`config.mk`:
```
export PLATFORM = sky130hd
export DESIGN_NAME = piso_tx
export DESIGN_NICKNAME = d
export VERILOG_FILES = /design/src/rtl/piso_tx.sv
export SDC_FILE = /design/constraint.sdc
export NUM_CORES = 1
export LEC_CHECK = 0
export CORE_MARGIN = 1
export CORE_UTILIZATION = 45
export CTS_CLUSTER_SIZE = 20
export DETAILED_ROUTE_END_ITERATION = 16
export GPL_TIMING_DRIVEN = 0
export PLACE_DENSITY_LB_ADDON = 0.08
export SETUP_SLACK_MARGIN = 0.2
export SYNTH_ARGS = -nofsm -noshare
export SYNTH_HDL_FRONTEND = slang
export SYNTH_SLANG_ARGS = --single-unit
```
`constraint.sdc`:
```
create_clock -name clk -period 2.3 [get_ports clk]
set_clock_uncertainty 0.1 [all_clocks]
set_input_delay 0.345 -clock clk [delete_from_list [all_inputs] [get_ports clk]]
set_output_delay 0.345 -clock clk [all_outputs]
set_load 0.05 [all_outputs]
```
`src/rtl/piso_tx.sv`:
```
// piso_tx: parallel-in/serial-out transmitter.
// Accepts a WIDTH-bit word over a valid/ready handshake. It shifts the word out
// MSB first, one bit per clock. Each bit is qualified by out_valid, and last
// marks the final bit of the frame.
// Optional feature: define PISO_TX_PARITY_EN to append an even-parity bit after
// the data LSB. The frame is then WIDTH+1 bits long.
module piso_tx #(
  parameter int WIDTH = 8
) (
  input  logic             clk,
  input  logic             reset_,
  input  logic             load_valid,
  output logic             load_ready,
  input  logic [WIDTH-1:0] data_in,
  output logic             out,
  output logic             out_valid,
  output logic             last
);

`ifdef PISO_TX_PARITY_EN
  localparam int FL = WIDTH + 1;
`else
  localparam int FL = WIDTH;
`endif
  localparam int CW = $clog2(FL + 1);

  typedef enum logic {
    IDLE  = 1'b0,
    SHIFT = 1'b1
  } state_t;

  state_t        state;
  state_t        state_next;
  logic [FL-1:0] shreg;
  logic [FL-1:0] shreg_next;
  logic [CW-1:0] count;
  logic [CW-1:0] count_next;
  logic [FL-1:0] load_word;
  logic          transfer;

  // Build the full frame image captured on a transfer. With parity enabled,
  // the parity bit sits in the LSB, so it leaves the shifter last.
  always_comb begin
`ifdef PISO_TX_PARITY_EN
    load_word = {data_in, ^data_in};
`else
    load_word = data_in;
`endif
  end

  // Decode outputs from the registered state and compute the next state.
  // A reload on the last bit keeps the stream gap-free.
  always_comb begin
    out_valid  = 1'b0;
    out        = 1'b0;
    last       = 1'b0;
    load_ready = 1'b0;
    state_next = state;
    shreg_next = shreg;
    count_next = count;

    case (state)
      IDLE: begin
        load_ready = reset_;
      end
      SHIFT: begin
        out_valid  = 1'b1;
        out        = shreg[FL-1];
        last       = (count == CW'(FL - 1));
        load_ready = reset_ & last;
      end
      default: begin
        state_next = IDLE;
      end
    endcase

    transfer = load_valid & load_ready;

    if (transfer) begin
      state_next = SHIFT;
      shreg_next = load_word;
      count_next = '0;
    end else if (state == SHIFT) begin
      shreg_next = shreg << 1;
      if (last) begin
        state_next = IDLE;
        count_next = '0;
      end else begin
        count_next = count + 1'b1;
      end
    end
  end

  // Register the state. A low reset_ discards any frame in progress.
  always_ff @(posedge clk) begin
    if (!reset_) begin
      state <= IDLE;
      shreg <= '0;
      count <= '0;
    end else begin
      state <= state_next;
      shreg <= shreg_next;
      count <= count_next;
    end
  end

endmodule

```
==> metrics, run 1 <==
Hold WS=403 ps; max incr delay on CP=390 ps; Initial Utilization=0.496; sw power=approximately 0.00013 W; unrepaired setup endpoints after global routing=true; first-pass GRT wire length=2130 um; number of port buffers=14; f_max=0.500 GHz; post-place setup slack=-291 ps; Hold Buf Count CTS=0; Reg power frac=0.510; commonest non-fill, non-tap cells in the layout=14 x a21oi_1, 13 x dfxtp_1, 11 x clkdlybuf4s50_1; DRT antenna net count=0; vias in the first global route=469; Iteration-0 DRC Markers=19; Core Util, Final=0.633; Max Root-Sink Buffers=2; actual slew at the worst max-slew pin=just under 500 ps; largest net degree at the start of global routing=11; Setup crit end kind=output pin; gp weighted congestion=just over 0.8; Int Power=0.000354 W; post-synthesis sequential area ratio=0.393; ys flop type=dfxtp_1; initial antenna violation count=0; Mapped Nets=81; Sw Share=0.274; Pwr Total=0.000488 W; outcome=finished clean; Clock transition at path regs=70 ps; minimum clock period=between 2000 and 2500 ps; Hold WC Path Type=flop to flop; Residual DRC=0; Num CTS Buffers=3; layout cells sized above 1=0.253; num rows=13; synth unique cells=23; final setup margin=between 200 and 300 ps; clock power share=0.291; max_slew headroom=0.675; Critical Path Start Type=flop; critical path, cell by cell=ha_1 > nand3b_1 > a21oi_1 > buf_2; grt ovf=0; buffer and inverter count on the worst path=1; dpl cells=98; WL/cell=13.4 um; io pins=15; FFs w/ async S/R, synth=0; period utilisation layout=0.870; Slew Limit Fails=0; CP top delay family=flip-flops; VDD IR max=slightly above 400 uV; H-Tree Depth=1; CTS tree=done; clk_lat worst skew=280 ps; most common cell after layout, fill and taps aside=a21oi_1; CTS root buf=clkbuf_4; crit-path max FO=5; Chip Height=about 40 um; power density over the cells=577 nW/um2; Total Wirelength=approximately 1400 um; Arrival @ worst endpoint=1560 ps; First-pass DRT Iterations=4; final net count=100; non-filler cells, final=102; Worst Path Required=1860 ps; worst-path cell with the longest stage delay=dfxtp_1; cell area after synthesis=662 um2; Comb pwr share=0.199; GRT Total Usage=0.203; Synth Register Bits=13; via/cell ratio=5.67; Worst Path Class, Setup=flop to output pin; fillers=around 120; # diodes=0; CTS Sinks=13; Yosys warnings=0; Die X=40.4 um; maxcap violations=0; P&R area growth vs syn=27.6%; DP Wirelength=about 960 um; syn_area_per_cell=9.59 um2; Post-Synthesis Cells=69; leakage=0.340 nW; total number of vias=578; Die ar.=1630 um2; # setup viols final=0; core area=1330 um2; final hold vios=0; number of synthesized flops with an enable pin=0
-- path summary, 6_finish.rpt --
| check | from | endpoint | slack [ps] | cells past startpoint |
|---|---|---|---|---|
| setup / recovery | count[0] | load_ready | 300 | 4 |
| hold / removal | count[0] | count[0] | 400 | 2 |
| setup reg to reg | count[0] | shreg[2] | 790 | 4 |
| hold reg to reg | count[0] | count[0] | 400 | 2 |
-- final cells by class --
| type | instances | area, um2 | share of cell area |
|---|---|---|---|
| multi-input combinational | 49 | 375 | 0.444 |
| sequential | 13 | 260 | 0.308 |
| timing repair buffer | 14 | 125 | 0.148 |
| clock buffer | 4 | 26.3 | 0.0311 |
| buffer | 3 | 23.8 | 0.0281 |
| tap | 15 | 18.8 | 0.0222 |
| inverter | 4 | 15.0 | 0.0178 |
-- repair_timing --
action	CTS	global route
gates cloned	0	0
gates resized for setup	8	6
endpoints found under the setup margin	3	3
setup buffers	0	0
-- flip-flops by register name, indices dropped and copies added, names as in the netlist --
signal / cells
shreg: 8
count: 4
state: 1
-- routing by layer --
metal | vias up | track usage | share of wire
met1 | 264 | 0.289 | 0.52
met2 | 12 | 0.258 | 0.42
met4 | 0 | 0.0750 | 0.015
li1 | 298 | - | -
met3 | 4 | 0.100 | 0.048
met5 | - | 0 | 0
-- per-stage QoR --
stage,instance area [um2],setup TNS (ps)
finish,845,0
detailed placement,832,-291
global placement,832,-304
CTS,861,0
floorplan,673,0
global route,845,0
-- cells in the mapped netlist (2+ instances only) --
library cell / count / area (um2)
inv_2: 2 / 7.51
nor3_1: 2 / 10.0
a21oi_1: 14 / 70.1
o221a_2: 7 / 78.8
inv_1: 2 / 7.51
or3_1: 2 / 12.5
nand2_1: 5 / 18.8
dfxtp_1: 13 / 260
mux2i_1: 8 / 80.1
-- cell families after synthesis --
logic type               synth area share
AO/OA/AOI/OAI                       0.280
adder cells (fa/ha/maj)            0.0189
buffers and inverters              0.0567
flip-flops                          0.393
multiplexers                        0.121
AND/OR/NAND/NOR                     0.130
-- power by group through the flow --
stage	combinational, W	clock, W	sequential, W
final	0.0000972	0.000142	0.000249
after detailed placement	0.0000984	0	0.000254
after CTS	0.0000983	0.000151	0.000248
after global routing	0.000105	0.000157	0.000250
after floorplan	0.0000607	0	0.000256
after global placement	0.0000975	0	0.000253
-- worst register-to-register path, delay by kind of cell, from the launching register on --
family          cells  cell delay (ps)
simple gates        2              370
compound gates      1              320
flops               1              340
fa+ha+maj           1              270
Power figures use the tool's default switching activity.
==> run 2, diff against run 1 <==
MAX_ROUTING_LAYER = met4   (was not set)
==> metrics, run 2 (synthesis gave the netlist of run 1 again) <==
outcome=finished clean; Worst Path Required=between 1500 and 2000 ps; Residual DRC=0; First-pass DRT Iterations=4; Reg power frac=0.510; f_max=0.500 GHz; Post-CTS Setup Inserts=0; biggest regs=shreg x8, count x4, state x1; core area=1330 um2; final net count=100; worst r2r src=count[0]; WL/cell=13.4 um; Iteration-0 DRC Markers=17; most common cell after layout, fill and taps aside=a21oi_1; Clock transition at path regs=about 70 ps; hold depth=2; first-pass GRT wire length=2140 um; buffer and inverter count on the worst path=1; period utilisation layout=0.870; final hold vios=0; Hold Buf Count CTS=0; power density over the cells=577 nW/um2; reg2reg path depth=4; worst-path cell with the longest stage delay=dfxtp_1; critical path, cell by cell=ha_1 > nand3b_1 > a21oi_1 > buf_2; crit-path max FO=5; Num CTS Buffers=3; Worst Path Class, Setup=flop to output pin; CTS root buf=clkbuf_4; # diodes=0; DRT antenna net count=0; grt ovf=0; max_slew headroom=0.675; # setup viols final=0; Setup crit end kind=output pin; Max Root-Sink Buffers=2; io pins=15; sw power=0.000134 W; Biggest register=shreg; H-Tree Depth=1; minimum clock period=around 2000 ps; Core Util, Final=0.633; VDD IR max=403 uV; max incr delay on CP=390 ps; Hold Crit Endpoint=count[0]; num rows=13; max FFs per register=8; P&R area growth vs syn=27.6%; vias in the first global route=around 470; maxcap violations=0; clk_lat worst skew=280 ps; Sw Share=0.274; CTS tree=done; initial antenna violation count=0; number of port buffers=14; reg-to-reg endpoint=shreg[2]; layout cells sized above 1=0.253; flop2flop setup slack=790 ps; unrepaired setup endpoints after global routing=true; actual slew at the worst max-slew pin=486 ps; largest net degree at the start of global routing=11; Int Power=0.000354 W; Initial Utilization=0.496; Hold WS=403 ps; via/cell ratio=5.67; Slew Limit Fails=0; DP Wirelength=a little under 1000 um; GRT Total Usage=0.209; clock power share=0.291; Chip Height=approximately 40 um; Crit path depth=4; total number of vias=~580; Die X=40.4 um; HP Start=count[0]; Comb pwr share=0.199; commonest non-fill, non-tap cells in the layout=14 x a21oi_1, 13 x dfxtp_1, 11 x clkdlybuf4s50_1; gp weighted congestion=0.825; Hold WC Path Type=flop to flop; leakage=between 0.3 and 0.4 nW; Arrival @ worst endpoint=about 1600 ps; Critical Path Start Type=flop; fillers=between 100 and 150; CTS Sinks=13; Die ar.=1630 um2; CP top delay family=flip-flops; Total Wirelength=1370 um
-- run 2: cell counts in the layout (fill, tap and decap cells not counted) --
Identical to the previous run, type by type.
-- run 2: worst max-delay path by stage --
| stage | start | to | slack, ps |
|---|---|---|---|
| floorplan | state | load_ready | 230 |
| global placement | reset_ | load_ready | -300 |
| detailed placement | reset_ | load_ready | -290 |
| CTS | count[0] | load_ready | 200 |
| global route | count[0] | load_ready | 190 |
| finish | count[0] | load_ready | 300 |
-- run 2: worst register-to-register path, delay by kind of cell (launching register included) --
family / cells / cell delay (ps)
and+or+nand+nor: 2 / 370
adders and majority gates: 1 / 270
DFF: 1 / 340
AOI/OAI and AO/OA: 1 / 330
-- run 2: per-layer routing --
layer  up-vias  share of wire  global-route usage
met2        12           0.41               0.258
met1       263           0.52               0.289
met5         -              0                   -
met3         4          0.048               0.100
li1        299              -                   -
met4         0          0.015              0.0750
-- run 2: power groups by stage --
stage,registers (W),clock network [W],logic [W]
3_3_place_gp,0.000253,0,0.0000975
2_1_floorplan,0.000256,0,0.0000607
6_report,0.000249,0.000142,0.0000973
4_1_cts,0.000248,0.000151,0.0000983
3_5_place_dp,0.000254,0,0.0000984
5_1_grt,0.000250,0.000157,0.000105
-- run 2: metrics by stage --
step                      power (W)  setup slack (ps)  TNS, ps  area (um2)  std cells
after floorplan            0.000316               227        0         673         69
after global placement     0.000351              -304     -304         832         98
after detailed placement   0.000352              -291     -291         832         98
after CTS                  0.000497               202        0         861        102
after global routing       0.000513               193        0         845        102
final                      0.000488               300        0         845        102
-- run 2: cell type report --
| cell class | instances | area, um2 | area share |
|---|---|---|---|
| Sequential cell | 13 | 260 | 0.308 |
| Clock buffer | 4 | 26.3 | 0.0311 |
| Timing Repair Buffer | 14 | 125 | 0.148 |
| Inverter | 4 | 15.0 | 0.0178 |
| Multi-Input combinational cell | 49 | 375 | 0.444 |
| Buffer | 3 | 23.8 | 0.0281 |
| Tap cell | 15 | 18.8 | 0.0222 |
-- run 2: repair_timing --
item | 4_1_cts | 5_1_grt
endpoints found under the setup margin | 3 | 3
resized for setup | 8 | 6
pin swaps | 0 | 0
cloned | 0 | 0
